`config.mk`:
```
export PLATFORM = sky130hd
export DESIGN_NAME = fetch_stage
export DESIGN_NICKNAME = d
export VERILOG_FILES = /design/src/rtl/fetch_stage_pkg.sv /design/src/rtl/fetch_stage.sv
export SDC_FILE = /design/constraint.sdc
export NUM_CORES = 1
export LEC_CHECK = 0
export CAP_MARGIN = 20
export CORE_UTILIZATION = 34
export DETAILED_ROUTE_END_ITERATION = 12
export DONT_BUFFER_PORTS = 1
export PLACE_DENSITY_LB_ADDON = 0.05
export SYNTH_ARGS = -nofsm -noshare
export SYNTH_HDL_FRONTEND = slang
export SYNTH_SLANG_ARGS = --single-unit
```
`constraint.sdc`:
```
create_clock -name clk -period 2.3 [get_ports clk]
set_input_delay 0.23 -clock clk [delete_from_list [all_inputs] [get_ports clk]]
set_output_delay 0.23 -clock clk [all_outputs]
set_load 0.02 [all_outputs]
```
`src/rtl/fetch_stage_pkg.sv`:
```
// Shared widths, reset/bubble defaults and the fetch FSM encoding.
package fetch_stage_pkg;

  localparam int unsigned INST_LEN = 32;
  localparam int unsigned ARCH_LEN = 32;

  localparam logic [INST_LEN-1:0] DEFAULT_NOP_INST = 32'h0000_0013;
  localparam logic [ARCH_LEN-1:0] DEFAULT_RESET_PC = 32'h0000_1000;

  typedef enum logic [1:0] {
    REQ,
    WAIT,
    DRAIN
  } fetch_state_t;

endpackage

```
`src/rtl/fetch_stage.sv`:
```
// Instruction fetch front end: owns the PC, single outstanding imem request,
// one-entry output slot to decode with stall and EXE redirect handling.
module fetch_stage
  import fetch_stage_pkg::*;
#(
  parameter logic [ARCH_LEN-1:0] RESET_PC = DEFAULT_RESET_PC,
  parameter logic [INST_LEN-1:0] NOP_INST = DEFAULT_NOP_INST
) (
  input  logic                clk,
  input  logic                rst,
  input  logic                stall_dec_in,
  input  logic                redirect_valid,
  input  logic [ARCH_LEN-1:0] redirect_pc,
  output logic                imem_req_valid,
  output logic [ARCH_LEN-1:0] imem_req_addr,
  input  logic                imem_req_ready,
  input  logic                imem_resp_valid,
  input  logic [INST_LEN-1:0] imem_resp_data,
  output logic                imem_resp_ready,
  output logic [INST_LEN-1:0] inst_fetched_out,
  output logic                inst_valid_out,
  output logic [ARCH_LEN-1:0] pc_out
);

  fetch_state_t        state_q, state_d;
  logic [ARCH_LEN-1:0] pc_q, pc_d;
  logic [INST_LEN-1:0] inst_q, inst_d;
  logic [ARCH_LEN-1:0] slot_pc_q, slot_pc_d;
  logic                valid_q, valid_d;

  logic                slot_free;
  logic                accept;
  logic [ARCH_LEN-1:0] redirect_tgt;

  assign redirect_tgt = redirect_pc & ~ARCH_LEN'(3);
  assign slot_free    = ~valid_q | ~stall_dec_in;

  always_comb begin
    state_d         = state_q;
    pc_d            = pc_q;
    inst_d          = inst_q;
    slot_pc_d       = slot_pc_q;
    valid_d         = valid_q;
    accept          = 1'b0;
    imem_req_valid  = 1'b0;
    imem_resp_ready = 1'b0;

    case (state_q)
      REQ: begin
        imem_req_valid = ~redirect_valid;
        if (redirect_valid) begin
          pc_d = redirect_tgt;
        end else if (imem_req_ready) begin
          state_d = WAIT;
        end
      end
      WAIT: begin
        imem_resp_ready = slot_free | redirect_valid;
        if (redirect_valid) begin
          // A response arriving with the redirect is consumed and dropped here;
          // otherwise it is still in flight and must be drained later.
          pc_d    = redirect_tgt;
          state_d = imem_resp_valid ? REQ : DRAIN;
        end else if (imem_resp_valid && slot_free) begin
          accept  = 1'b1;
          pc_d    = pc_q + ARCH_LEN'(4);
          state_d = REQ;
        end
      end
      DRAIN: begin
        imem_resp_ready = 1'b1;
        if (redirect_valid) pc_d = redirect_tgt;
        if (imem_resp_valid) state_d = REQ;
      end
      default: state_d = REQ;
    endcase

    if (redirect_valid) begin
      valid_d = 1'b0;
      inst_d  = NOP_INST;
    end else if (accept) begin
      valid_d   = 1'b1;
      inst_d    = imem_resp_data;
      slot_pc_d = pc_q;
    end else if (valid_q && !stall_dec_in) begin
      valid_d = 1'b0;
      inst_d  = NOP_INST;
    end

    if (rst) begin
      imem_req_valid  = 1'b0;
      imem_resp_ready = 1'b0;
    end
  end

  always_ff @(posedge clk) begin
    if (rst) begin
      state_q   <= REQ;
      pc_q      <= RESET_PC;
      inst_q    <= NOP_INST;
      slot_pc_q <= '0;
      valid_q   <= 1'b0;
    end else begin
      state_q   <= state_d;
      pc_q      <= pc_d;
      inst_q    <= inst_d;
      slot_pc_q <= slot_pc_d;
      valid_q   <= valid_d;
    end
  end

  assign imem_req_addr    = pc_q;
  assign inst_fetched_out = inst_q;
  assign inst_valid_out   = valid_q;
  assign pc_out           = slot_pc_q;

endmodule

```
==> results.md <==
- Hold Path End: inst_fetched_out[0]
- Worst Path Required: 2580 ps
- Max Slew Vio Count: 0
- Worst slew pin tran: between 900 and 1000 ps
- Gp weighted congestion: 0.789
- Max cap viols: 0
- Final ANT Viol Nets: 0
- RR Startpoint: state_q[1]
- Cell Area, Placed: 4680 sq um
- Dpl cells: 707
- Area delta synth->final: 15.4%
- I/O pins: between 150 and 200
- Sink Count: between 90 and 100
- Max-slew headroom: 0.357
- RSZ-0062 raised after global routing: no
- Worst min path class: input port to flip-flop
- Antenna violations before repair: 1
- DR vias: 4027
- Clock slew at reported path FFs: 70 ps
- Via density: 5.56
- PostCTS Resize Cnt: 0
- # setup viols final: 0
- Sequential cell area fraction in the yosys report: 0.439
- Tcrit/Tclk final: 0.913
- Most common cell after layout, fill and taps aside: dfxtp_1
- Setup crit start kind: flip-flop
- First-pass GRT wire length: 20700 um
- Design Power: roughly 4.2 mW
- Synth cell types: 52
- TritonRoute pass-1 iters: 5
- Finished Cell Area: 5000 sq um
- Post-Synthesis Cells: 549
- VDD IR max: between 0.0003 and 0.0004 V
- Die Wd: 115 um
- Yosys warnings: 0
- Total grt overflow: 0
- Leakage: 1.71 nW
- CTS max path bufs: 2
- R2R setup slack: 200 ps
- Fin cells: 724
- # diodes: 0
- Clk Latency, worst-skew pair: 340 ps
- DR WL/cell: between 15 and 20 um
- Root Driver: clkbuf_16
- Reg-to-Reg End: inst_fetched_out[24]
- Hold path start: imem_resp_data[0]
- DRT iter0 DRCs: 211
- CTS tree: done
- # fillers: 1299
- Power Density: 846 nW/um^2
- Fin Setup TNS: 0 ps
- Port buffer count: 0
- EDFF count, synth: 0
- Most frequent cells in the layout: dfxtp_1 (95), nand2_1 (92), a21oi_1 (62), nor2_1 (50), buf_4 (33)
- CTS H-tree depth: 3
- Core area: 12200 sq um
- CP endpoint kind: flip-flop
- Fmax: 476 MHz
- Ys flop type: dfxtp_1
- Post-CTS Hold Buffers: 1
- Die area: 13200 sq um
- Mapped cell area: ~4300 sq um
- Number of core rows: 40
- Cell depth of the worst flop-to-flop path: 7
- Die Y: 115 um
- Final design utilization: 0.409
- Pin count of the biggest net entering global routing: 60
- DRC errors left: 0
- Worst Path Arrival: 2380 ps
- Setup Skew: approximately 6.2 ps
- Asr flop ratio synth: 0
- Vias in the first global route: 3975
- Synth Register Bits: 95
- DRT Wirelength: around 13000 um
- Initial Util: 0.355
- Hold Vio Cnt, Final: 0
- Multi-input gate area: 2200 sq um
- CTS buffer count: 9
- Register area: approximately 1900 sq um
- All-Layer GR Usage: 0.204
- Layout cell share with drive strength beyond 1: 0.115
- Status: complete, no violations
- Post-CTS Setup Bufs: 0
- Avg Inst Size Synth: a little under 8 sq um
- NumNets Final: 625
- DPL Wire Length: roughly 8600 um
- Worst Hold Path Cells: 2
- Crit path max fanout: 29
- Crit path time final: roughly 2100 ps
- Crit Path Category: flip-flop to flip-flop
==> cell families (layout without fill, tap and decap cells) <==
kind of cell	count (synthesis)	count (layout)	share of synthesized area
other cells	1	4	0.000866
flops	95	95	0.439
compound gates	160	160	0.235
mux	6	6	0.0142
buf+inv	59	63	0.0583
simple gates	224	224	0.241
fa+ha+maj	4	4	0.0116
==> per-stage QoR <==
| step | setup slack (ps) | hold slack, ps |
|---|---|---|
| after floorplan | 159 | 353 |
| after global placement | 283 | 304 |
| after detailed placement | 182 | 307 |
| after CTS | 177 | 20.9 |
| after global routing | 11.6 | 21.1 |
| final | 201 | 35.4 |
==> power by group <==
| group | leakage, nW | internal, mW | switching (mW) |
|---|---|---|---|
| registers | 0.772 | 1.75 | 0.140 |
| logic | 0.787 | 0.307 | 0.535 |
| clock network | 0.146 | 0.868 | 0.629 |
| total | 1.71 | 2.92 | 1.31 |
==> registers in the layout (all words and copies together) (netlist names) <==
name,flops
pc_out,30
inst_fetched_out,32
inst_valid_out,1
imem_req_addr,30
state_q,2
==> final cells by class <==
type | count | area share
Multi-Input combinational cell | 398 | 0.441
Clock buffer | 12 | 0.0493
Tap cell | 168 | 0.0421
Timing Repair Buffer | 38 | 0.0711
Clock inverter | 4 | 0.00901
Inverter | 9 | 0.00676
Sequential cell | 95 | 0.381
==> how the worst max path moves through the flow <==
stage                                 from                   end  slack (ps)  cells past startpoint
after global routing            state_q[1]  inst_fetched_out[25]          10                      7
after detailed placement        state_q[1]  inst_fetched_out[24]         180                      7
final                           state_q[1]  inst_fetched_out[24]         200                      7
after floorplan           imem_req_addr[2]     imem_req_addr[22]         160                      6
after global placement    imem_req_addr[2]     imem_req_addr[20]         280                      7
after CTS                       state_q[1]  inst_fetched_out[24]         180                      7
==> layer usage <==
metal / vias up / part of all wire / global-route usage
li1: 1965 / - / -
met1: 1886 / 0.42 / 0.229
met2: 154 / 0.48 / 0.357
met3: 20 / 0.075 / 0.0617
met4: 2 / 0.018 / 0.0866
met5: - / 0.00099 / 0
==> Yosys cell counts, drive strengths merged (2+ instances only) <==
cell type  instances  area (sq um)
a41oi              3          26.3
o41ai              2          17.5
nand3             19          95.1
and4               7          61.3
ha                 4          50.1
nor4               9          56.3
or2                2          12.5
o32ai              5          43.8
nand2             94           358
buf               15          86.3
or3                5          31.3
o21a               2          15.0
mux2i              5          50.1
o21ai             18          90.1
o22ai             10          62.6
a211oi             3          22.5
and2               3          18.8
a21oi             62           310
o31a               2          17.5
dfxtp             95          1900
clkbuf            35           133
o31ai              6          50.1
inv                9          33.8
a22oi             31           233
nor2b              3          18.8
a211o              2          17.5
nor3               7          40.0
nand3b             2          15.0
nand2b             4          25.0
nand4              8          50.1
nor3b              2          15.0
nor2              50           188
and3               8          50.1
a31oi              6          37.5
==> critical path, stage by stage (launching register included) <==
cell and delay (ps):
dfxtp_1 360, inv_1 90, ha_1 210, nor2b_1 200
nand3_2 110, o21a_1 770, a22oi_1 160, nor2_1 130
(Power assumes the default switching activity.)
